$ cat src/rtl/rf_writeback_queue_pkg.sv
// Shared types and constants for the register-file writeback path.
// The byte-mode encoding is the {llb, lhb} pair the register file decodes.
package rf_writeback_queue_pkg;

    localparam logic [3:0] REG_ZERO = 4'd0;

    typedef enum logic [1:0] {
        BYTE_WORD = 2'b00,
        BYTE_HIGH = 2'b01,
        BYTE_LOW  = 2'b10
    } byteMode_e;

    typedef struct packed {
        logic [3:0]  dst;
        logic [15:0] data;
        logic        llb;
        logic        lhb;
    } wbEntry_t;

    // LLB takes priority over LHB, matching the register-file byte select.
    function automatic byteMode_e byteModeOf(input logic isLlb, input logic isLhb);
        if (isLlb) begin
            return BYTE_LOW;
        end else if (isLhb) begin
            return BYTE_HIGH;
        end
        return BYTE_WORD;
    endfunction

endpackage

$ cat src/rtl/wb_fifo.sv
// In-order writeback FIFO: up to two pushes and one pop per edge, with count.
// Exposes per-slot occupancy and destinations so the top can compare hazards.
module wb_fifo
    import rf_writeback_queue_pkg::*;
#(
    parameter int unsigned DEPTH = 4,
    localparam int unsigned PTRW = $clog2(DEPTH)
) (
    input  logic                   clk,
    input  logic                   rstN,
    input  logic                   pushA,
    input  wbEntry_t               entryA,
    input  logic                   pushB,
    input  wbEntry_t               entryB,
    input  logic                   pop,
    output wbEntry_t               headEntry,
    output logic [PTRW:0]          count,
    output logic [DEPTH-1:0]       slotValid,
    output logic [DEPTH-1:0][3:0]  slotDst
);

    localparam int unsigned CNTW = PTRW + 1;

    wbEntry_t        mem [DEPTH];
    logic [PTRW-1:0] headPtr;
    logic [PTRW-1:0] tailPtr;
    logic [PTRW-1:0] tailPlusOne;
    logic [1:0]      pushCount;
    logic            popEff;

    assign tailPlusOne = tailPtr + PTRW'(1);
    assign pushCount   = {1'b0, pushA} + {1'b0, pushB};
    assign popEff      = pop && (count != '0);
    assign headEntry   = mem[headPtr];

    // Entry A always lands first so a dual push keeps program order.
    always_ff @(posedge clk) begin
        if (pushA) begin
            mem[tailPtr] <= entryA;
        end
        if (pushB) begin
            mem[pushA ? tailPlusOne : tailPtr] <= entryB;
        end
    end

    always_ff @(posedge clk or negedge rstN) begin
        if (!rstN) begin
            headPtr <= '0;
            tailPtr <= '0;
            count   <= '0;
        end else begin
            tailPtr <= tailPtr + PTRW'(pushCount);
            if (popEff) begin
                headPtr <= headPtr + PTRW'(1);
            end
            count <= count + CNTW'(pushCount) - CNTW'(popEff);
        end
    end

    always_comb begin
        slotValid = '0;
        slotDst   = '0;
        for (int unsigned i = 0; i < DEPTH; i++) begin
            logic [PTRW-1:0] offset;
            offset       = PTRW'(i) - headPtr;
            slotDst[i]   = mem[i].dst;
            slotValid[i] = ({1'b0, offset} < count);
        end
    end

endmodule

$ cat src/rtl/rf_writeback_queue.sv
// Register-file writer: merges load and ALU results into one write port,
// drops R0 writes, normalises byte modes and flags pending-write hazards.
module rf_writeback_queue
    import rf_writeback_queue_pkg::*;
#(
    parameter int unsigned DEPTH = 4,
    localparam int unsigned PTRW = $clog2(DEPTH)
) (
    input  logic          clk,
    input  logic          rst,
    input  logic          mem_valid,
    input  logic [3:0]    mem_dst,
    input  logic [15:0]   mem_data,
    input  logic          alu_valid,
    input  logic [3:0]    alu_dst,
    input  logic [15:0]   alu_data,
    input  logic          alu_llb,
    input  logic          alu_lhb,
    output logic          in_ready,
    input  logic [3:0]    rd_reg1,
    input  logic [3:0]    rd_reg2,
    output logic          hazard1,
    output logic          hazard2,
    output logic [3:0]    DstReg,
    output logic [15:0]   DstData,
    output logic          WriteReg,
    output logic          llb,
    output logic          lhb,
    output logic [PTRW:0] occupancy
);

    localparam int unsigned CNTW = PTRW + 1;

    logic                  memPush;
    logic                  aluPush;
    wbEntry_t              memEntry;
    wbEntry_t              aluEntry;
    wbEntry_t              headEntry;
    wbEntry_t              outEntry;
    logic [PTRW:0]         count;
    logic [DEPTH-1:0]      slotValid;
    logic [DEPTH-1:0][3:0] slotDst;
    byteMode_e             aluMode;

    assign in_ready = (count <= CNTW'(DEPTH - 2));
    assign memPush  = rst && in_ready && mem_valid && (mem_dst != REG_ZERO);
    assign aluPush  = rst && in_ready && alu_valid && (alu_dst != REG_ZERO);

    assign aluMode  = byteModeOf(alu_llb, alu_lhb);
    assign memEntry = '{dst: mem_dst, data: mem_data, llb: 1'b0, lhb: 1'b0};
    assign aluEntry = '{dst: alu_dst, data: alu_data, llb: aluMode[1], lhb: aluMode[0]};

    wb_fifo #(
        .DEPTH(DEPTH)
    ) u_fifo (
        .clk      (clk),
        .rstN     (rst),
        .pushA    (memPush),
        .entryA   (memEntry),
        .pushB    (aluPush),
        .entryB   (aluEntry),
        .pop      (WriteReg),
        .headEntry(headEntry),
        .count    (count),
        .slotValid(slotValid),
        .slotDst  (slotDst)
    );

    assign WriteReg  = (count != '0);
    assign outEntry  = WriteReg ? headEntry : '0;
    assign DstReg    = outEntry.dst;
    assign DstData   = outEntry.data;
    assign llb       = outEntry.llb;
    assign lhb       = outEntry.lhb;
    assign occupancy = count;

    // The head being written this cycle still counts: no write-through.
    always_comb begin
        hazard1 = 1'b0;
        hazard2 = 1'b0;
        for (int unsigned i = 0; i < DEPTH; i++) begin
            if (slotValid[i] && (slotDst[i] == rd_reg1)) hazard1 = 1'b1;
            if (slotValid[i] && (slotDst[i] == rd_reg2)) hazard2 = 1'b1;
        end
        if (memPush && (mem_dst == rd_reg1)) hazard1 = 1'b1;
        if (memPush && (mem_dst == rd_reg2)) hazard2 = 1'b1;
        if (aluPush && (alu_dst == rd_reg1)) hazard1 = 1'b1;
        if (aluPush && (alu_dst == rd_reg2)) hazard2 = 1'b1;
        hazard1 = hazard1 && (rd_reg1 != REG_ZERO);
        hazard2 = hazard2 && (rd_reg2 != REG_ZERO);
    end

endmodule

$ cat config.mk
export PLATFORM = sky130hd
export DESIGN_NAME = rf_writeback_queue
export DESIGN_NICKNAME = d
export VERILOG_FILES = /design/src/rtl/rf_writeback_queue_pkg.sv /design/src/rtl/wb_fifo.sv /design/src/rtl/rf_writeback_queue.sv
export SDC_FILE = /design/constraint.sdc
export NUM_CORES = 1
export LEC_CHECK = 0
export ABC_AREA = 1
export ABC_CLOCK_PERIOD_IN_PS = 2800
export CAP_MARGIN = 40
export CORE_MARGIN = 4
export CORE_UTILIZATION = 55
export DETAILED_ROUTE_END_ITERATION = 10
export GPL_ROUTABILITY_DRIVEN = 0
export GPL_TIMING_DRIVEN = 0
export PLACE_DENSITY = 0.88
export SETUP_SLACK_MARGIN = 0.02
export SLEW_MARGIN = 25
export SYNTH_ARGS = -nofsm -noshare
export SYNTH_HDL_FRONTEND = slang
export SYNTH_SLANG_ARGS = --single-unit
export TNS_END_PERCENT = 50
$ cat constraint.sdc
create_clock -name clk -period 2.8 [get_ports clk]
set_input_delay 0.28 -clock clk [delete_from_list [all_inputs] [get_ports clk]]
set_output_delay 0.28 -clock clk [all_outputs]
set_load 0.02 [all_outputs]
==> qor.yml <==
clock_tree:
  cts_made_buffers: 9
  clk_path_buf_depth: 2
  tritoncts: "yes"
  cts.htree.levels: 3
  clk_pin_slew_ns: 0.07
  cts_sinks: 95
  ctsHoldBuffers: 0
  clk_latency_ns: 0.35
  cts_root_buffer: "clkbuf_16"
drt:
  vias_per_cell: 6.03
  via_count: 6118
  totalWireLength_um: 19200
  drtPass1Iterations: 8
  drc: 0
  wl_per_cell_um: 18.9
  ant_nets: 0
  drt_iter0_drc: 918
synth:
  synth_edf_count: 88
  synth.distinct_cells: 36
  dominantRegCellSynth: "edfxtp_1"
  yosys.area.top_type: "edfxtp_1"
  ys_seq_elements: 95
  synth_adder_area_share: 0.0282
  synth.avg_cell_area_um2: 8.27
  synth-simple-area-share: 0.354
  seq_area_frac_synth: 0.435
  synth-compound-area-share: 0.0510
  synthCells: 783
  synth_top_area_share: 0.408
  syn_nets: 851
  synth-xor-area-share: 0.0338
  async_flop_share: 0.0737
  synth_top_family_by_area: "simple AND/OR/NAND/NOR gates"
  synthMuxAreaShare: 0
  ys_top_cells_by_area: "edfxtp_1 41%, nand2_1 17%, nand4_1 7.7%"
  ys_warn_count: 0
  syn_area_um2: 6470
place:
  place_inst: 997
  post-dp-hpwl_um: 13100
  placed_area_um2: 7380
  portBuffers: 69
pwr:
  swShare: 0.460
  p_comb_frac: 0.571
  total_power_w: 0.00741
  clkPwrFrac: 0.167
  power_density_nw_per_um2: 956
  p_int_w: 0.00400
  p_seq_frac: 0.262
  switching_power_w: 0.00341
  ir_drop_v: 0.000785
  p_leak_nw: 3.49
timing:
  min_period_ns: 2.71
  hold_violations: 0
  rsz0062_at_grt: "no"
  skew_ns: 0.00802
  setup_viol: 0
  relSlewSlack: 0.535
  fin_crit_sh: 0.967
  fmax_ghz: 0.369
  slew_viol_final: 0
  tightestPinTransition_ns: 0.695
finish:
  area_delta_synth_final_pct: 19.7
  final_cell_area_um2: 7740
  final_util: 0.675
  drive_above_1_share: 0.142
  layout.cells.non_filler: 1015
  diodes: 0
  final_nets: 935
floorplanning:
  die_area_um2: 13600
  rows: 39
  coreArea_um2: 11500
  boundaryPins: 83
  die_w_um: 116
  dieHeight_um: 116
  start_util: 0.564
global_routing:
  grt_pass1_wl_um: 29100
  antenna_found_initial: 0
  grt_pass1_vias: 5604
  grt_usage: 0.281
  grt-ovfl-total: 0
  grt_max_degree: 23
setup_path:
  cp-end-kind: "output pin"
  crit_arrival_ns: 2.43
  cp_max_fo: 10
  critPathKind: "reg2out"
  worst_setup_path_start_kind: "flip-flop"
  critPathRequiredTime_ns: 2.52
outcome:
  outcome: "finished, final reports clean"
flow_run:
  cap_viol_max_count: 0
hold_path:
  hp-class: "in2async"
==> synthesized netlist by cell type, types with 2 or more instances <==
cell type / instances
dfrtp_1: 7
buf_2: 10
a21oi_1: 4
a31oi_1: 18
nand3_4: 4
a221oi_1: 4
nand2_4: 7
xnor2_1: 4
nand2_2: 6
ha_1: 13
nand2_1: 286
inv_1: 34
nand4_4: 2
buf_4: 19
nor2_4: 2
nor4_1: 2
nor2_2: 2
nand3_1: 49
o21ai_0: 2
nor2_1: 41
inv_2: 17
buf_6: 11
a22oi_1: 18
xor2_1: 21
nand4_1: 80
clkbuf_1: 22
edfxtp_1: 88
o22ai_1: 2
==> sequential cells by signal, summed over array words and instances (netlist names) <==
register	cells
u_fifo.mem	88
u_fifo.count	3
u_fifo.headPtr	2
u_fifo.tailPtr	2
==> final timing paths <==
check / start / slack [ns] / cells after the start / endpoint
setup / recovery: u_fifo.headPtr[0]$_DFFE_PN0N_ / 0.09 / 8 / DstReg[2]
hold / removal: rst / 0.01 / 1 / u_fifo.tailPtr[0]$_DFF_PN0_
setup reg to reg: u_fifo.count[0]$_DFF_PN0_ / 0.28 / 10 / u_fifo.mem[3][17]$_DFFE_PP_
hold reg to reg: u_fifo.tailPtr[1]$_DFF_PN0_ / 0.72 / 2 / u_fifo.tailPtr[1]$_DFF_PN0_
max in group asynchronous: rst / 2.42 / 1 / u_fifo.headPtr[1]$_DFFE_PN0N_
min in group clk: mem_dst[0] / 0.25 / 3 / u_fifo.mem[0][18]$_DFFE_PP_
==> cells by family after synthesis <==
group,count (synthesis)
buffers and inverters,117
AO/OA/AOI/OAI,49
adder cells (fa/ha/maj),14
flip-flops,95
AND/OR/NAND/NOR,483
XOR/XNOR,25
==> critical path, cell delays in order, from the launching register on <==
cell	delay, ns
dfrtp_1	0.37
buf_2	0.17
inv_2	0.09
buf_2	0.25
nand2_1	0.16
o21ai_0	0.17
a221oi_1	0.07
nor2_1	0.16
clkdlybuf4s50_1	0.63
==> layout make-up <==
class / instances / area (µm²)
timing repair buffer: 73 / 743
buffer: 64 / 460
multi-input combinational: 571 / 3040
inverter: 53 / 206
tap: 143 / 179
clock inverter: 7 / 72.6
fill: 855 / 3720
clock buffer: 9 / 225
sequential: 95 / 2820
==> cell usage in the layout, fill, tap and decap left out, drive strengths merged, types with 3 or more instances in the layout <==
master         instances
a21oi                  4
a221oi                 4
a22oi                 18
a31oi                 18
buf                   46
clkbuf                33
clkdlybuf4s50         57
clkinv                 5
dfrtp                  7
dlymetal6s2s           8
edfxtp                88
ha                    13
inv                   53
nand2                300
nand3                 53
nand4                 82
nor2                  46
o21ai                  3
xnor2                  4
xor2                  21
==> per-stage QoR <==
stage / hold slack (ns) / setup TNS (ns) / setup WS (ns)
floorplan: -0.0156 / 0 / 0.431
global placement: 0.595 / -38.25 / -0.470
detailed placement: 0.596 / -14.32 / -0.347
CTS: 0.0310 / 0 / 0.0191
global route: 0.0488 / 0 / 0.0161
finish: 0.0136 / 0 / 0.0921
==> metal layers <==
metal  wire (µm)  vias up  track usage
met1        7390     2758        0.378
met3        2010       62       0.0508
li1            -     2839            -
met4         597        0        0.101
met5           0        -            0
met2        9200      459        0.458
==> what timing repair did <==
action / 4_1_cts / 5_1_grt
pin swaps: 0 / 1
gates cloned: 0 / 0
buffers inserted: 0 / 2
gates resized for setup: 21 / 26
hold endpoints to repair: 0 / 0
endpoints found under the setup margin: 23 / 15
==> power groups by stage <==
stage	Combinational [W]	Sequential, W	Clock (W)
2_1_floorplan	0.00255	0.00196	0
3_3_place_gp	0.00396	0.00196	0
3_5_place_dp	0.00404	0.00197	0
4_1_cts	0.00410	0.00194	0.00123
5_1_grt	0.00452	0.00196	0.00129
6_report	0.00423	0.00194	0.00124
Power figures use the tool's default switching activity.
